### src/rtl/down_count_monitor_if.sv
`default_nettype none
// ============================================================================
// Module      : down_count_monitor_if
// Description : Observation port of the down-counter monitor: sampled counter
//               controls in, checked pulses / fault capture / FSM state out.
// Revision    : 1.0
// ============================================================================
interface down_count_monitor_if #(
    parameter int N      = 4,
    parameter int WRAP_W = 8
);
    logic [N-1:0]      count_in;
    logic              count_en;
    logic              up_rst;
    logic              clear;
    logic              tc_pulse;
    logic              wrap_pulse;
    logic [WRAP_W-1:0] wrap_cnt;
    logic              err;
    logic [N-1:0]      err_val;
    logic [N-1:0]      err_exp;
    logic [1:0]        state;

    modport master (
        output count_in, count_en, up_rst, clear,
        input  tc_pulse, wrap_pulse, wrap_cnt, err, err_val, err_exp, state
    );

    modport slave (
        input  count_in, count_en, up_rst, clear,
        output tc_pulse, wrap_pulse, wrap_cnt, err, err_val, err_exp, state
    );
endinterface
`default_nettype wire

### src/rtl/down_count_monitor.sv
`default_nettype none
// ============================================================================
// Module      : down_count_monitor
// Description : Checks that an upstream down counter follows its own enable
//               and reset one cycle later; flags terminal count, wraps, and
//               latches the first sequence error.
// Revision    : 1.0
// ============================================================================
module down_count_monitor #(
    parameter int N      = 4,
    parameter int WRAP_W = 8
) (
    input  logic                 clk,
    input  logic                 rst,
    down_count_monitor_if.slave  mon
);

    typedef enum logic [1:0] {
        ST_ACQUIRE = 2'd0,
        ST_TRACK   = 2'd1,
        ST_FAULT   = 2'd2
    } state_e;

    localparam logic [N-1:0]      c_all_ones = {N{1'b1}};
    localparam logic [N-1:0]      c_zero     = '0;
    localparam logic [N-1:0]      c_one      = N'(1);
    localparam logic [WRAP_W-1:0] c_wrap_max = {WRAP_W{1'b1}};
    localparam logic [WRAP_W-1:0] c_wrap_one = WRAP_W'(1);

    state_e            state_q,      state_d;
    logic [N-1:0]      prev_count_q, prev_count_d;
    logic              prev_en_q,    prev_en_d;
    logic              prev_rst_q,   prev_rst_d;
    logic              tc_pulse_q,   tc_pulse_d;
    logic              wrap_pulse_q, wrap_pulse_d;
    logic [WRAP_W-1:0] wrap_cnt_q,   wrap_cnt_d;
    logic              err_q,        err_d;
    logic [N-1:0]      err_val_q,    err_val_d;
    logic [N-1:0]      err_exp_q,    err_exp_d;

    logic [N-1:0]      w_expected;
    logic              w_match;
    logic              w_tc_hit;
    logic              w_wrap_hit;

    // What the upstream counter must show now, given last cycle's controls.
    always_comb begin
        w_expected = prev_count_q;
        if (prev_rst_q) begin
            w_expected = c_all_ones;
        end else if (prev_en_q) begin
            w_expected = prev_count_q - c_one;
        end
        w_match    = (mon.count_in == w_expected);
        w_tc_hit   = (mon.count_in == c_zero) && (prev_count_q != c_zero);
        // A reload through up_rst also lands on all-ones but is not a wrap.
        w_wrap_hit = prev_en_q && !prev_rst_q && (prev_count_q == c_zero)
                     && (mon.count_in == c_all_ones);
    end

    always_comb begin
        state_d      = state_q;
        prev_count_d = mon.count_in;
        prev_en_d    = mon.count_en;
        prev_rst_d   = mon.up_rst;
        tc_pulse_d   = 1'b0;
        wrap_pulse_d = 1'b0;
        wrap_cnt_d   = wrap_cnt_q;
        err_d        = err_q;
        err_val_d    = err_val_q;
        err_exp_d    = err_exp_q;

        if (mon.clear) begin
            state_d    = ST_ACQUIRE;
            wrap_cnt_d = '0;
            err_d      = 1'b0;
            err_val_d  = '0;
            err_exp_d  = '0;
        end else begin
            case (state_q)
                ST_ACQUIRE: begin
                    state_d = ST_TRACK;
                end
                ST_TRACK: begin
                    if (w_match) begin
                        tc_pulse_d   = w_tc_hit;
                        wrap_pulse_d = w_wrap_hit;
                        if (w_wrap_hit && (wrap_cnt_q != c_wrap_max)) begin
                            wrap_cnt_d = wrap_cnt_q + c_wrap_one;
                        end
                    end else begin
                        state_d   = ST_FAULT;
                        err_d     = 1'b1;
                        err_val_d = mon.count_in;
                        err_exp_d = w_expected;
                    end
                end
                ST_FAULT: begin
                    state_d = ST_FAULT;
                end
                default: begin
                    state_d = ST_ACQUIRE;
                end
            endcase
        end
    end

    always_ff @(posedge clk) begin
        if (rst) begin
            state_q      <= ST_ACQUIRE;
            prev_count_q <= '0;
            prev_en_q    <= 1'b0;
            prev_rst_q   <= 1'b0;
            tc_pulse_q   <= 1'b0;
            wrap_pulse_q <= 1'b0;
            wrap_cnt_q   <= '0;
            err_q        <= 1'b0;
            err_val_q    <= '0;
            err_exp_q    <= '0;
        end else begin
            state_q      <= state_d;
            prev_count_q <= prev_count_d;
            prev_en_q    <= prev_en_d;
            prev_rst_q   <= prev_rst_d;
            tc_pulse_q   <= tc_pulse_d;
            wrap_pulse_q <= wrap_pulse_d;
            wrap_cnt_q   <= wrap_cnt_d;
            err_q        <= err_d;
            err_val_q    <= err_val_d;
            err_exp_q    <= err_exp_d;
        end
    end

    assign mon.state      = state_q;
    assign mon.tc_pulse   = tc_pulse_q;
    assign mon.wrap_pulse = wrap_pulse_q;
    assign mon.wrap_cnt   = wrap_cnt_q;
    assign mon.err        = err_q;
    assign mon.err_val    = err_val_q;
    assign mon.err_exp    = err_exp_q;

endmodule
`default_nettype wire

### src/flat_wrapper.sv
// flat-port wrapper written by rule: the top's interface ports become plain ports
module down_count_monitor_flat 
#(
    parameter int N      = 4,
    parameter int WRAP_W = 8
)
  (clk, rst, mon_count_in, mon_count_en, mon_up_rst, mon_clear, mon_tc_pulse, mon_wrap_pulse, mon_wrap_cnt, mon_err, mon_err_val, mon_err_exp, mon_state);
  down_count_monitor_if #(.N(N), .WRAP_W(WRAP_W)) mon_i ();
  input  logic clk;
  input  logic rst;
  input wire logic [$bits(mon_i.count_in)-1:0] mon_count_in;
  input wire logic [$bits(mon_i.count_en)-1:0] mon_count_en;
  input wire logic [$bits(mon_i.up_rst)-1:0] mon_up_rst;
  input wire logic [$bits(mon_i.clear)-1:0] mon_clear;
  output wire logic [$bits(mon_i.tc_pulse)-1:0] mon_tc_pulse;
  output wire logic [$bits(mon_i.wrap_pulse)-1:0] mon_wrap_pulse;
  output wire logic [$bits(mon_i.wrap_cnt)-1:0] mon_wrap_cnt;
  output wire logic [$bits(mon_i.err)-1:0] mon_err;
  output wire logic [$bits(mon_i.err_val)-1:0] mon_err_val;
  output wire logic [$bits(mon_i.err_exp)-1:0] mon_err_exp;
  output wire logic [$bits(mon_i.state)-1:0] mon_state;
  assign mon_i.count_in = mon_count_in;
  assign mon_i.count_en = mon_count_en;
  assign mon_i.up_rst = mon_up_rst;
  assign mon_i.clear = mon_clear;
  assign mon_tc_pulse = mon_i.tc_pulse;
  assign mon_wrap_pulse = mon_i.wrap_pulse;
  assign mon_wrap_cnt = mon_i.wrap_cnt;
  assign mon_err = mon_i.err;
  assign mon_err_val = mon_i.err_val;
  assign mon_err_exp = mon_i.err_exp;
  assign mon_state = mon_i.state;
  down_count_monitor #(.N(N), .WRAP_W(WRAP_W)) u_core (.clk(clk), .rst(rst), .mon(mon_i));
endmodule
### config.mk
export PLATFORM = sky130hd
export DESIGN_NAME = down_count_monitor_flat
export DESIGN_NICKNAME = d
export VERILOG_FILES = /design/src/rtl/down_count_monitor_if.sv /design/src/rtl/down_count_monitor.sv /design/src/flat_wrapper.sv
export SDC_FILE = /design/constraint.sdc
export NUM_CORES = 1
export LEC_CHECK = 0
export BUFFER_PORTS_ARGS = -buffer_cell sky130_fd_sc_hd__buf_4
export CORE_AREA = 3 3 56 53
export DETAILED_ROUTE_END_ITERATION = 10
export DIE_AREA = 0 0 59 56
export PLACE_DENSITY = 0.76
export SLEW_MARGIN = 30
export SYNTH_ARGS = -nofsm -noshare
export SYNTH_HDL_FRONTEND = slang
export SYNTH_SLANG_ARGS = --single-unit
export TNS_END_PERCENT = 50
### constraint.sdc
create_clock -name clk -period 3.17 [get_ports clk]
set_input_delay 0.7925 -clock clk [delete_from_list [all_inputs] [get_ports clk]]
set_output_delay 0.7925 -clock clk [all_outputs]
set_load 0.03 [all_outputs]
== After elaboration in Yosys (flattened, before gate mapping) ==
Index checks and enable logic that the tools add are counted.

* Add/subtract/negate cells: 2
* Eq/ne operators: 6
* Multiplexer cells: 4
* Bitwise logic cells: 2
* Reduce and logical (&&, ||, !) cells: 14

{| class="wikitable"
|+ Operators by type and width
! cell !! number
|-
| adder 8 x 1 -> 8 bit (second input constant) || 1
|-
| logical NOT 4 bit || 2
|-
| two-way mux 4 bit || 2
|-
| != test 8 bit (second input constant) || 1
|-
| case mux 2 bit (3 select lines) || 1
|-
| logical AND 1 bit || 5
|-
| == test 4 bit || 1
|-
| == test 4 bit (second input constant) || 1
|-
| nonzero test 4 bit || 1
|-
| OR reduction 4 bit || 1
|-
| subtractor 4 x 1 -> 4 bit (second input constant) || 1
|-
| AND reduction 3 bit || 1
|-
| == test 2 x 1 -> 1 bit (second input constant) || 1
|-
| == test 2 bit (second input constant) || 1
|-
| logical NOT 2 bit || 1
|-
| two-way mux 2 bit || 1
|-
| != test 2 bit (second input constant) || 1
|-
| inverter 1 bit || 2
|-
| AND reduction 2 bit || 1
|-
| OR reduction 2 bit || 1
|-
| logical NOT 1 bit || 1
|}

* Flip-flop bits (word level): 27

== Depth between registers and ports, before layout ==
* Depth after elaboration: 6
* Mapped depth: 9
* Mapped depth without buffers: 8

== Worst setup path after synthesis ==
OpenSTA, ideal clock, no wires.

* Path kind: input port to flip-flop
* Start: in mon_count_in[2]
* End: reg u_core.wrap_cnt_q[7] (netlist: u_core.mon.wrap_cnt[7])
* Library setup time: 0.071 ns
* Arrival: 2.423 ns
* Data required time: 3.099 ns
* Setup slack: 0.676 ns
* Stages on the path: 7
* Path buffers: 1
* Cells stage by stage: nand4_1 -> nor4b_2 -> nand3_1 -> or4_1 -> buf_2 -> or4_1 -> a21oi_1

* Cells in the longest elaborated chain, start to end: 4

{| class="wikitable"
|+ RTL lines
! what !! line !! text
|-
| from (decl) || flat_wrapper.sv:11 || <nowiki>input wire logic [$bits(mon_i.count_in)-1:0] mon_count_in;</nowiki>
|-
| == test 4 bit || down_count_monitor.sv:58 || <nowiki>&& (mon.count_in == c_all_ones);</nowiki>
|-
| logical AND 1 bit || down_count_monitor.sv:58 ||
|-
| logical AND 1 bit || down_count_monitor.sv:88 || <nowiki>if (w_wrap_hit && (wrap_cnt_q != c_wrap_max)) begin</nowiki>
|-
| AND reduction 3 bit (no line) * || n/a ||
|-
| to (signal assigned) || down_count_monitor.sv:127 || <nowiki>wrap_cnt_q <= wrap_cnt_d;</nowiki>
|-
| to (decl) || down_count_monitor.sv:36 || <nowiki>logic [WRAP_W-1:0] wrap_cnt_q, wrap_cnt_d;</nowiki>
|}

Every way passes the cells marked *; elsewhere a longest branch is shown, timed or not.
A chain may end at the register's enable or synchronous reset.

== Worst setup path after layout ==
* Start: reg u_core.prev_count_q[0]
* End: reg u_core.wrap_cnt_q[7] (netlist: u_core.mon.wrap_cnt[7])

* Cells in the longest elaborated chain, start to end: 5

{| class="wikitable"
|+ RTL lines
! what !! line !! text
|-
| from (decl) || down_count_monitor.sv:31 || <nowiki>logic [N-1:0] prev_count_q, prev_count_d;</nowiki>
|-
| from (signal assigned) || down_count_monitor.sv:122 || <nowiki>prev_count_q <= prev_count_d;</nowiki>
|-
| subtractor 4 x 1 -> 4 bit / logical NOT 4 bit (equally long branches) || down_count_monitor.sv:52, down_count_monitor.sv:57 ||
|-
| two-way mux 4 bit / logical AND 1 bit (equally long branches) || down_count_monitor.sv:51, down_count_monitor.sv:57 ||
|-
| two-way mux 4 bit / logical AND 1 bit (equally long branches) || down_count_monitor.sv:49, down_count_monitor.sv:58 ||
|-
| == test 4 bit / logical AND 1 bit (equally long branches) || down_count_monitor.sv:54, down_count_monitor.sv:88 ||
|-
| AND reduction 3 bit (no line) * || n/a ||
|}

Marked as above.

==> flow_summary.ini <==
[status]
status = finished, final reports clean

[worst_setup_path]
crit_type = flip-flop to flip-flop
worstPathCellList = inv_1, ha_1, and3_1, o21ai_0, xor2_1, or4_1, or4_1, a21oi_1
crit_required_ps = 3450
arrival_ps = 3060
cpPeakStageDelay_ps = 700
critPathMaxFanout = 10
start_kind = flip-flop
cp-end-kind = flip-flop
cp_common_cell = or4_1
cp_slowest_cell = or4_1
reg2regPathDepth = 8

[logic_synthesis]
yosys.area.top_type_share_pct = 43.16
ys_top_cells_by_area = dfxtp_1, nand3_1, ha_1, o31ai_1, nor2b_1
synth_area_um2 = 1252
synth.largest_area_cell = dfxtp_1
synth_fa_ha_area_share_pct = 4.995
synth.avg_cell_area_um2 = 8.758
async_reset_ff_share_pct = 0
syn-num-nets = 157
synth-compound-area-share_pct = 14.09
synth_simple_gate_area_share_pct = 29.07
synthMuxAreaShare_pct = 1.598
ys.flop_type = dfxtp_1
yosysSeqAreaShare_pct = 43.16
ys.warnings.count = 0
ys_ff_latch = 27
yosys.cell_types.count = 30
synth_top_family_by_area = simple AND/OR/NAND/NOR gates
synth_edf_count = 0
synth_cells = 143
synth_xor_area_share_pct = 2.797

[cts]
htree_levels = 1
clk-insertion-delay-late_ps = 330
postCtsHoldBufs = 0
cts.reportedPaths.clkPinSlew_ps = 140
numCtsBuffers = 3
clock-sinks = 27
root_buffer = clkbuf_4
clk_path_buf_depth = 2
cts_tree = yes
ctsResizeCount = 0
postCtsSetupBuffers = 0

[grt]
grt_pass1_vias = 1007
grt.total_usage_pct = 17.09
grt_max_degree = 17
grt_pass1_wl_um = 4478
antenna_found_initial = 0
grt_overflow_total = 0

[power]
powerDensity_nw_per_um2 = 384.3
pwr-share-comb_pct = 13.8
power_leakage_nw = 0.6041
netSwitchingPower_mw = 0.1580
internal_power_mw = 0.4302
sw_frac_of_total_pct = 26.86
ir_worst_vdd_uv = 222.1
clockPowerShare_pct = 25.6
seqPwrFrac_pct = 60.5

[routing]
vias_per_cell = 5.652
drtAntennaViolNets = 0
post-route-drc-count = 0
drt-initial-drc-count = 34
drt-total-wl_um = 2686
num_vias = 1136
drt_pass1_iterations = 4
wl_per_cell_um = 13.36

[floorplanning]
pin_count = 30
die_area_um2 = 3304
die_h_um = 56
initial_core_util_pct = 51.65
core_area_um2 = 2425
die_x_um = 59
row_count = 17

[final_layout]
syn2layout_area_growth_pct = 22.18
num-nets-final = 188
seqCellArea_um2 = 540.5
final_common_cell = buf_4
final_cell_mix = buf_4, dfxtp_1, nand3_1, nand2_1, o21ai_0
multiInputGateArea_um2 = 658.1
n_antenna_cell = 0
fillerInstances = 230
drive_gt1_share_pct = 23.12

[sta]
fmax_ghz = 0.3587
report.final.slew_viol_count = 0
setup_viol = 0
finalCriticalPeriod_ps = 2788
worst_clock_skew_ps = 7.554
rsz0062_at_grt = no
setup_ws_ps = 382.3
slew_headroom_pct = 68.98
min_period_over_period_pct = 87.94
hold_violations = 0
max_slew.worst_pin.slew_ps = 461.3
tns_ps = 0

[flow_run]
max-cap-violations = 0

[placed_design]
post-dp-hpwl_um = 2059
place_ws_ps = 319.6
port_buffers = 29
routabilityCongestion = 0.7867

[hold_path]
hp-class = flip-flop to flip-flop
hold_path_depth = 2
[power groups by stage]
stage	clock (mW)	sequential [mW]	combinational, mW
after CTS	0.151	0.356	0.0810
after global routing	0.168	0.358	0.0892
after detailed placement	0	0.364	0.0807
after global placement	0	0.363	0.0790
after floorplan	0	0.371	0.0427
final	0.151	0.356	0.0815
[path summary, 6_finish.rpt]
kind	from	end	slack, ps
setup / recovery	u_core.prev_count_q[0]	u_core.mon.wrap_cnt[7]	380
setup reg to reg	u_core.prev_count_q[0]	u_core.mon.wrap_cnt[7]	380
hold / removal	u_core.mon.err	u_core.mon.err	450
hold reg to reg	u_core.mon.err	u_core.mon.err	450
[cell families (layout without fill, tap and decap cells)]
family | count (synthesis) | after routing
AO/OA/AOI/OAI | 29 | 29
XOR/XNOR | 4 | 4
adder cells (fa/ha/maj) | 5 | 5
buffers and inverters | 14 | 44
flip-flops | 27 | 27
multiplexers | 2 | 2
AND/OR/NAND/NOR | 62 | 62
[synthesized netlist by cell type (all sizes together) (2+ instances only)]
cell / count
nor4b: 2
o31ai: 8
o21ai: 9
xor2: 2
or4: 4
inv: 8
nand3: 16
nand2: 11
dfxtp: 27
mux2i: 2
a21o: 2
nor2: 5
nor2b: 8
nor4: 2
or3: 3
clkbuf: 5
ha: 5
and3: 3
a21oi: 8
nor3: 2
nand4: 2
xnor2: 2
[layout make-up]
class / count / area share [%]
multi-input cells: 102 / 43.01
flip-flops and latches: 27 / 35.32
clock buffers: 4 / 1.717
repair buffers: 32 / 15.70
inverters: 8 / 1.962
well taps: 28 / 2.289
[registers in the layout, indices dropped and copies added, names as in the netlist]
name / cells
u_core.mon.tc_pulse: 1
u_core.mon.wrap_pulse: 1
u_core.mon.err: 1
u_core.prev_en_q: 1
u_core.mon.err_val: 4
u_core.mon.wrap_cnt: 8
u_core.prev_rst_q: 1
u_core.mon.err_exp: 4
u_core.prev_count_q: 4
u_core.mon.state: 2
[per-stage QoR]
step           util, %  cells  instance area, um2  hold slack (ps)  power [mW]
2_1_floorplan        -    143                1252            570.8      0.4132
3_3_place_gp     62.02    197                1504            433.3      0.4423
3_5_place_dp     62.02    197                1504            438.8      0.4444
4_1_cts          63.11    201                1530            458.6      0.5884
5_1_grt          63.11    201                1530            484.4      0.6149
6_report         63.11    201                1530            454.3      0.5881
[routing by layer]
| layer | share of wire (%) | vias up | global-route usage [%] |
|---|---|---|---|
| met5 | 0 | - | 0 |
| met4 | 1.8 | 0 | 5.825 |
| met3 | 5.2 | 5 | 2.784 |
| met2 | 45 | 40 | 26.50 |
| met1 | 48 | 520 | 23.65 |
| li1 | - | 571 | - |
[worst max-delay path, delay by kind of cell, from the launching register on]
| family | cells | cell delay, ps |
|---|---|---|
| fa+ha+maj | 1 | 220 |
| simple gates | 3 | 1400 |
| xor+xnor | 1 | 180 |
| flops | 1 | 440 |
| buf+inv | 1 | 90 |
| compound gates | 2 | 400 |
Note: power is estimated with default switching activity, not from simulation.
